## src/rtl/pipe_ctrl.sv

```systemverilog
// Central sequencer for a 5-stage pipeline: stage update enables, bubble/kill
// controls, load-use / redirect / memory-wait handling and ebreak drain-to-halt.
// Optional perf counters (stall_cnt, flush_cnt) are enabled by defining PIPE_CTRL_PERF_EN.
module pipe_ctrl #(
  parameter int DRAIN_CYCLES = 3,
  parameter int CNT_W        = 32
) (
  input  logic             clk,
  input  logic             rstn,
  input  logic             ifu_valid,
  input  logic             need_rs1,
  input  logic             need_rs2,
  input  logic [4:0]       index_rs1,
  input  logic [4:0]       index_rs2,
  input  logic             idu_valid,
  input  logic [4:0]       idu_index_rd,
  input  logic             idu_load_en,
  input  logic             idu_ebreak_en,
  input  logic             exu_redirect,
  input  logic             lsu_busy,
  output logic             ifu_update,
  output logic             ifu_flush,
  output logic             idu_update,
  output logic             hazard_nop,
  output logic             flush_nop,
  output logic             exu_update,
  output logic             mmu_update,
  output logic             update,
  output logic             halted,
  output logic [CNT_W-1:0] stall_cnt,
  output logic [CNT_W-1:0] flush_cnt
);

  typedef enum logic [2:0] {BOOT, RUN, FREEZE, DRAIN, HALT} state_t;

  localparam int DW = (DRAIN_CYCLES > 1) ? $clog2(DRAIN_CYCLES) : 1;

  state_t        state, next_state;
  logic [DW-1:0] drain_cnt;
  logic          drain_load, drain_dec;
  logic          lu;

  assign lu = idu_valid & idu_load_en & (idu_index_rd != 5'd0) & ifu_valid &
              ((need_rs1 & (idu_index_rd == index_rs1)) |
               (need_rs2 & (idu_index_rd == index_rs2)));

  // NOTE: every signal driven here gets a default first, so no path can infer a latch.
  always_comb begin
    next_state = state;
    drain_load = 1'b0;
    drain_dec  = 1'b0;
    ifu_update = 1'b0;
    ifu_flush  = 1'b0;
    idu_update = 1'b0;
    hazard_nop = 1'b0;
    flush_nop  = 1'b0;
    exu_update = 1'b0;
    mmu_update = 1'b0;
    update     = 1'b0;
    halted     = 1'b0;
    unique case (state)
      BOOT: next_state = RUN;
      // FREEZE is RUN with lsu_busy held high; once it drops the same rules apply.
      RUN, FREEZE: begin
        if (lsu_busy) begin
          next_state = FREEZE;
        end else begin
          next_state = RUN;
          idu_update = 1'b1;
          exu_update = 1'b1;
          mmu_update = 1'b1;
          update     = 1'b1;
          if (exu_redirect) begin
            ifu_update = 1'b1;
            ifu_flush  = 1'b1;
            flush_nop  = 1'b1;
          end else if (idu_valid && idu_ebreak_en) begin
            flush_nop  = 1'b1;
            drain_load = 1'b1;
            next_state = DRAIN;
          end else if (lu) begin
            hazard_nop = 1'b1;
          end else begin
            ifu_update = 1'b1;
          end
        end
      end
      // Younger instructions are already squashed, so a redirect here is ignored.
      DRAIN: begin
        if (!lsu_busy) begin
          idu_update = 1'b1;
          flush_nop  = 1'b1;
          exu_update = 1'b1;
          mmu_update = 1'b1;
          update     = 1'b1;
          if (drain_cnt == '0) next_state = HALT;
          else                 drain_dec  = 1'b1;
        end
      end
      HALT:    halted     = 1'b1;
      default: next_state = BOOT;
    endcase
  end

  // NOTE: sequential state uses non-blocking assignments so all flops sample together.
  always_ff @(posedge clk or negedge rstn) begin
    if (!rstn) begin
      state     <= BOOT;
      drain_cnt <= '0;
    end else begin
      state <= next_state;
      if (drain_load)     drain_cnt <= DW'(DRAIN_CYCLES - 1);
      else if (drain_dec) drain_cnt <= drain_cnt - 1'b1;
    end
  end

`ifdef PIPE_CTRL_PERF_EN
  logic [CNT_W-1:0] stall_q, flush_q;
  logic             stall_inc;

  assign stall_inc = ((state == RUN) || (state == FREEZE)) && !ifu_update;

  // ifu_flush is only ever raised by a taken redirect, so it marks flush events.
  always_ff @(posedge clk or negedge rstn) begin
    if (!rstn) begin
      stall_q <= '0;
      flush_q <= '0;
    end else begin
      if (stall_inc && (stall_q != '1)) stall_q <= stall_q + 1'b1;
      if (ifu_flush && (flush_q != '1)) flush_q <= flush_q + 1'b1;
    end
  end

  assign stall_cnt = stall_q;
  assign flush_cnt = flush_q;
`else
  assign stall_cnt = '0;
  assign flush_cnt = '0;
`endif

endmodule

```

## config.mk

```make
export PLATFORM = sky130hd
export DESIGN_NAME = pipe_ctrl
export DESIGN_NICKNAME = d
export VERILOG_FILES = /design/src/rtl/pipe_ctrl.sv
export SDC_FILE = /design/constraint.sdc
export NUM_CORES = 1
export LEC_CHECK = 0
export ABC_AREA = 0
export CORE_MARGIN = 2
export CORE_UTILIZATION = 33
export CTS_CLUSTER_SIZE = 30
export DETAILED_ROUTE_END_ITERATION = 8
export PLACE_DENSITY = 0.88
export SYNTH_ARGS = -nofsm -noshare
export SYNTH_HDL_FRONTEND = slang
export SYNTH_SLANG_ARGS = --single-unit
export TNS_END_PERCENT = 20
```

## constraint.sdc

```tcl
create_clock -name clk -period 4.52 [get_ports clk]
set_clock_uncertainty 0.2 [all_clocks]
set_input_delay 0.904 -clock clk [delete_from_list [all_inputs] [get_ports clk]]
set_output_delay 0.904 -clock clk [all_outputs]
set_load 0.05 [all_outputs]
```

==> summary.md, run 1 <==
| Metric | Value |
|---|---|
| Via density | `3.81` |
| Mean post-synth cell area | `7.97 um^2` |
| Gr ovfl total | `0` |
| Clock-pin slew on the worst setup and hold paths | `0.05 ns` |
| Worst skew pair latency | `0.24 ns` |
| Vias in the first global route | `553` |
| Ant diodes | `0` |
| Largest net degree at the start of global routing | `10` |
| Post-synthesis sequential area ratio | `12.4%` |
| Post-cts hold buffer count | `0` |
| Worst-margin pin slew | `0.509 ns` |
| Final hold vios | `0` |
| Synth Flop Type | `dfrtp_1` |
| Slew margin rel. | `66.0%` |
| Synth unique cells | `31` |
| Number of setup violations in the final report | `0` |
| Share of cells above drive strength 1 | `4.43%` |
| Site Rows | `20` |
| Die area | `3530 um^2` |
| R2R Path Start | `drain_cnt[0]` |
| Remaining antenna violation count | `0` |
| PwrDens | `501 nW/um^2` |
| Routed wire length per instance | `9.30 um` |
| # clock sinks | `5` |
| Setup TNS | `0 ns` |
| Io pins | `98` |
| Synthesis warning total | `0` |
| Die Wd | `59.4 um` |
| GR Util All Layers | `8.89%` |
| Synth area leader | `buf_4` |
| Leading post-synthesis cells by cell area | `buf_4 (51%), dfrtp_1 (12%), xor2_1 (6.9%), xnor2_1 (3.5%), nor3_1 (2.0%)` |
| Initial Util | `34.0%` |
| # DRC | `0` |
| Post-synth top area share | `51.2%` |
| Hold crit path type | `register to register` |
| CTS resizes | `0` |
| Post-Route WL | `1.78 mm` |
| Inserted Clock Buffers | `3` |
| Count leader, synth | `buf_4` |
| DP HPWL | `1.54 mm` |
| Crit-path max FO | `3` |
| First drt pass iteration count | `4` |
| Commonest cells in the netlist | `buf_4 (69), xor2_1 (8), dfrtp_1 (5)` |
| CTS H-tree depth | `1` |
| Outcome | `finished, final reports clean` |
| Max-slew violations | `0` |
| Peak supply drop | `0.000274 V` |
| Max Freq | `242 MHz` |
| RSZ-0062 raised after global routing | `false` |
| Min-delay src | `drain_cnt[1]` |
| Worst Path Required | `3.42 ns` |
| Via Count | `727` |
| Layout area overhead | `10.9%` |
| Critical path class | `primary input to primary output` |
| P_leak | `0.567 nW` |
| Synthesized area | `1010 um^2` |
| Synthesis-stage register bit count | `5` |
| Root Buffer | `clkbuf_4` |
| Die extent in y | `59.4 um` |
| Crit path DAT | `3.03 ns` |
| Core area | `2980 um^2` |
| Port bufs | `33` |
| Initial antenna violation count | `0` |
| 1st-iter DRT viols | `13` |
| Critical Path Sink | `hazard_nop` |
| Inst Count DP | `187` |
| Ys async rst share | `100%` |
| Final #Nets | `185` |
| Mapped Cells | `127` |
| Number of synthesized flops with an enable pin | `0` |
| R2R Setup Slk | `2.76 ns` |
| CTS max path bufs | `2` |
| Worst R2R End | `drain_cnt[1]` |
| TritonCTS clock tree | `built` |
| Placer Congestion | `0.785` |
| R2R cell count | `4` |
| Setup crit start | `idu_index_rd[3]` |
| Min cycle time layout | `4.14 ns` |
| Layout Cells excl Fill | `191` |
| Final Cycle Share | `91.5%` |
| Crit. End Element | `primary output` |
| Max_cap viols | `0` |
| Worst setup SP type | `primary input` |
| Post-CTS Setup Inserts | `0` |
| Global-route wire length before repair | `2.35 mm` |
worst min path at each step:
stage | end | slack (ns) | cells past startpoint
2_1_floorplan | drain_cnt[1] | 0.28 | 1
3_3_place_gp | drain_cnt[1] | 0.30 | 1
3_5_place_dp | drain_cnt[1] | 0.31 | 1
4_1_cts | drain_cnt[1] | 0.32 | 1
5_1_grt | drain_cnt[1] | 0.34 | 1
6_report | drain_cnt[1] | 0.33 | 1
kinds of logic (layout without fill, tap and decap cells):
family          after synthesis  after routing  synth area share [%]
xor+xnor                     12             12                  10.4
simple gates                 24             24                  14.0
fa+ha+maj                     1              1                  1.24
flops                         5              5                  12.4
buf+inv                      72             40                  53.0
compound gates               12             12                  8.65
other cells                   1             64                 0.370
where the power goes:
part	total [W]	internal (W)	switching, W
clock	0.0000516	0.0000334	0.0000183
combinational	0.000416	0.000128	0.000288
sequential	0.0000947	0.0000659	0.0000288
total	0.000562	0.000228	0.000335
metrics by stage:
stage               cell area, um^2  total power (W)  hold WS [ns]  utilization [%]  setup WS [ns]
floorplan                      1250         0.000478         0.279                -          0.785
global placement               1100         0.000503         0.301             36.8          0.419
detailed placement             1100         0.000509         0.311             36.8          0.368
CTS                            1120         0.000565         0.325             37.7          0.367
global route                   1120         0.000591         0.342             37.7          0.185
finish                         1120         0.000562         0.329             37.7          0.382
worst max-delay path, cell delays in order:
cell and delay (ns):
clkdlybuf4s50_1 0.46, xor2_1 0.19, nor4_1 0.27, a32oi_1 0.16, nor3_1 0.20, clkdlybuf4s50_1 0.84
layout make-up:
cell class	count	area, um^2
clock buffer	4	26.3
fill	312	1860
inverter	2	7.51
multi-input combinational	113	587
sequential	5	125
tap	33	41.3
timing repair buffer	34	335
state kept, by name, indices dropped and copies added, names as in the netlist:
| signal | flops |
|---|---|
| state | 3 |
| drain_cnt | 2 |
routing by layer:
layer	track usage (%)	vias up	share of wire (%)	wire length, um
met5	0	-	0	0
met4	2.60	0	0	0
met3	4.15	0	9.6	171
met2	15.2	43	54	958
met1	9.75	338	36	646
li1	-	346	-	-
placed cells by master, fill, tap and decap left out, types with 2 or more instances in the layout:
cell	n
conb_1	64
clkdlybuf4s50_1	32
xor2_1	8
dfrtp_1	5
xnor2_1	4
nor3_1	4
nor2_1	4
nand2_1	3
clkbuf_4	3
inv_1	2
a21o_1	2
and2_1	2
nor4_1	2
a21oi_1	2
o21a_1	2
buf_4	2
(Power assumes the default switching activity.)
==> run 2: changes to the inputs <==
--- a/config.mk
+++ b/config.mk
@@ -8,8 +8,8 @@
 export ABC_AREA = 0
 export CORE_MARGIN = 2
-export CORE_UTILIZATION = 33
+export CORE_UTILIZATION = 27
 export CTS_CLUSTER_SIZE = 30
 export DETAILED_ROUTE_END_ITERATION = 8
-export PLACE_DENSITY = 0.88
+export PLACE_DENSITY = 0.77
 export SYNTH_ARGS = -nofsm -noshare
 export SYNTH_HDL_FRONTEND = slang
==> constraint.sdc (replaced) <==
create_clock -name clk -period 3.78 [get_ports clk]
set_clock_uncertainty 0.2 [all_clocks]
set_input_delay 0.756 -clock clk [delete_from_list [all_inputs] [get_ports clk]]
set_output_delay 0.756 -clock clk [all_outputs]
set_load 0.1 [all_outputs]
==> summary.md, run 2 (synthesis gave the netlist of run 1 again) <==
| Metric | Value |
|---|---|
| R2R Setup Slk | `2.03 ns (was 2.76 ns)` |
| CTS resizes | `0 (unchanged)` |
| Max Freq | `288 MHz` |
| Delay-heaviest family, CP | `buffers and inverters (unchanged)` |
| Crit-path max FO | `3 (unchanged)` |
| CP max-delay cell | `clkdlybuf4s50_1 (unchanged)` |
| R2R Path Start | `drain_cnt[0] (unchanged)` |
| Min cycle time layout | `3.48 ns` |
| Largest regs | `state (3), drain_cnt (2) (unchanged)` |
| Crit path DAT | `2.52 ns (was 3.03 ns)` |
| Clock-pin slew on the worst setup and hold paths | `0.04 ns (was 0.05 ns)` |
| Inserted Clock Buffers | `3 (unchanged)` |
| Max-slew violations | `0 (unchanged)` |
| Remaining antenna violation count | `0 (unchanged)` |
| Final #Nets | `185 (unchanged)` |
| Layout area overhead | `18.0% (was 10.9%)` |
| Worst R2R End | `drain_cnt[1] (unchanged)` |
| Critical Path Sink | `hazard_nop (unchanged)` |
| Via density | `3.53 (was 3.81)` |
| Initial Util | `27.9% (was 34.0%)` |
| Initial antenna violation count | `0 (unchanged)` |
| Buf+Inv Stages, Crit Path | `2 (unchanged)` |
| Post-cts hold buffer count | `0 (unchanged)` |
| Fill cells | `409 (was 312)` |
| Most common cell after layout, fill and taps aside | `conb_1 (unchanged)` |
| GR Util All Layers | `8.04% (was 8.89%)` |
| Comb pwr share | `79.1% (was 74.0%)` |
| P_leak | `0.601 nW (was 0.567 nW)` |
| Final Cycle Share | `92.0%` |
| Outcome | `finished, final reports clean (unchanged)` |
| CTS max path bufs | `2 (unchanged)` |
| P_int | `0.000334 W (was 0.000228 W)` |
| Commonest non-fill, non-tap cells in the layout | `conb_1 (64), clkdlybuf4s50_1 (24), xor2_1 (8) (was conb_1 (64), clkdlybuf4s50_1 (32), xor2_1 (8))` |
| Peak supply drop | `0.000318 V (was 0.000274 V)` |
| Hold crit path type | `register to register (unchanged)` |
| Post-Route WL | `1.83 mm (was 1.78 mm)` |
| R2R cell count | `4 (unchanged)` |
| Routed wire length per instance | `8.89 um (was 9.30 um)` |
| # DRC | `0 (unchanged)` |
| Root Buffer | `clkbuf_8 (was clkbuf_4)` |
| Sequential power share | `11.2% (was 16.8%)` |
| Gr ovfl total | `0 (unchanged)` |
| Clk pwr share | `9.7% (was 9.2%)` |
| First drt pass iteration count | `4 (unchanged)` |
| Max stage delay on crit path | `0.47 ns (was 0.84 ns)` |
| Site Rows | `22 (was 20)` |
| # clock sinks | `5 (unchanged)` |
| Vias in the first global route | `604 (was 553)` |
| DP HPWL | `1.61 mm (was 1.54 mm)` |
| Net Sw Power | `0.000669 W (was 0.000335 W)` |
| Max reg flops | `3 (unchanged)` |
| Layout Cells excl Fill | `206 (was 191)` |
| Setup crit start | `idu_index_rd[2] (was idu_index_rd[3])` |
| Worst Path Required | `2.82 ns (was 3.42 ns)` |
| Global-route wire length before repair | `2.68 mm (was 2.35 mm)` |
| Placer Congestion | `0.719 (was 0.785)` |
| Number of setup violations in the final report | `0 (unchanged)` |
| Biggest register | `state (unchanged)` |
| Inst Count DP | `202 (was 187)` |
| Worst setup SP type | `primary input (unchanged)` |
| Ant diodes | `0 (unchanged)` |
| Io pins | `98 (unchanged)` |
| CTS H-tree depth | `1 (unchanged)` |
| RSZ-0062 raised after global routing | `false (unchanged)` |
| Post-CTS Setup Inserts | `0 (unchanged)` |
| Crit. End Element | `primary output (unchanged)` |
| 1st-iter DRT viols | `32 (was 13)` |
| Final hold vios | `0 (unchanged)` |
| Die Wd | `65.2 um (was 59.4 um)` |
| Worst skew pair latency | `0.22 ns (was 0.24 ns)` |
| Core area | `3630 um^2 (was 2980 um^2)` |
| Die area | `4250 um^2 (was 3530 um^2)` |
| Port bufs | `33 (unchanged)` |
| Via Count | `728 (was 727)` |
| TritonCTS clock tree | `built (unchanged)` |
| Max_cap viols | `0 (unchanged)` |
| Critical Path, Cell by Cell | `clkdlybuf4s50_1, xor2_1, nor4_1, a32oi_1, nor3_1, buf_12 (was clkdlybuf4s50_1, xor2_1, nor4_1, a32oi_1, nor3_1, clkdlybuf4s50_1)` |
| PwrDens | `839 nW/um^2 (was 501 nW/um^2)` |
| Share of cells above drive strength 1 | `10.1% (was 4.43%)` |
| Die extent in y | `65.2 um (was 59.4 um)` |
| Sw Share | `66.7% (was 59.5%)` |
| Critical path depth | `6 (unchanged)` |
| Critical path class | `primary input to primary output (unchanged)` |
| Tot Pwr | `0.00100 W (was 0.000562 W)` |
| Largest net degree at the start of global routing | `10 (unchanged)` |
## run 2: changes by cell type in the layout (fill, tap and decap cells not counted), sizes merged
cell / previous run / this run
clkdlybuf4s50: 32 / 24
buf: 2 / 10
## run 2: layout make-up
type,count,area (um^2),share of cell area [%]
clock buffer,4,45.0,3.77
timing repair buffer,34,365,30.6
sequential,5,125,10.5
multi-input combinational,113,592,49.5
tap,48,60.1,5.03
inverter,2,7.51,0.628
## run 2: worst register-to-register path: stages, from the launching register on
cell     delay [ns]
dfrtp_1        0.31
inv_1          0.06
ha_1           0.25
or4_4          0.51
a221o_1        0.30
## run 2: power by group through the flow
stage               clock network, W  logic [W]  registers (W)
global placement                   0   0.000787       0.000111
finish                     0.0000976   0.000793       0.000112
CTS                         0.000100   0.000796       0.000113
detailed placement                 0   0.000795       0.000113
global route                0.000105   0.000832       0.000119
floorplan                          0   0.000742      0.0000883
## run 2: how the worst min path moves through the flow
stage	from	depth (start not counted)	slack (ns)	to
finish	drain_cnt[1]	1	0.31	drain_cnt[1]
global placement	drain_cnt[1]	1	0.30	drain_cnt[1]
CTS	drain_cnt[1]	1	0.31	drain_cnt[1]
global route	drain_cnt[1]	1	0.34	drain_cnt[1]
detailed placement	drain_cnt[1]	1	0.30	drain_cnt[1]
floorplan	rstn	0	0.26	drain_cnt[0]
## run 2: per-layer routing
layer	track usage, %	wire length (um)
met1	8.84	610
met2	14.4	998
met3	1.88	179
met4	3.91	44
met5	0	0
## run 2: through the flow
| stage | hold WS [ns] | setup WS, ns | utilization, % | instance area (um^2) | setup TNS (ns) |
|---|---|---|---|---|---|
| final | 0.311 | 0.302 | 32.9 | 1190 | 0 |
| after global routing | 0.342 | 0.151 | 32.9 | 1190 | 0 |
| after CTS | 0.311 | 0.293 | 32.9 | 1190 | 0 |
| after detailed placement | 0.302 | 0.319 | 31.6 | 1150 | 0 |
| after global placement | 0.302 | 0.301 | 31.6 | 1150 | 0 |
| after floorplan | 0.260 | -0.561 | - | 1250 | -0.561 |
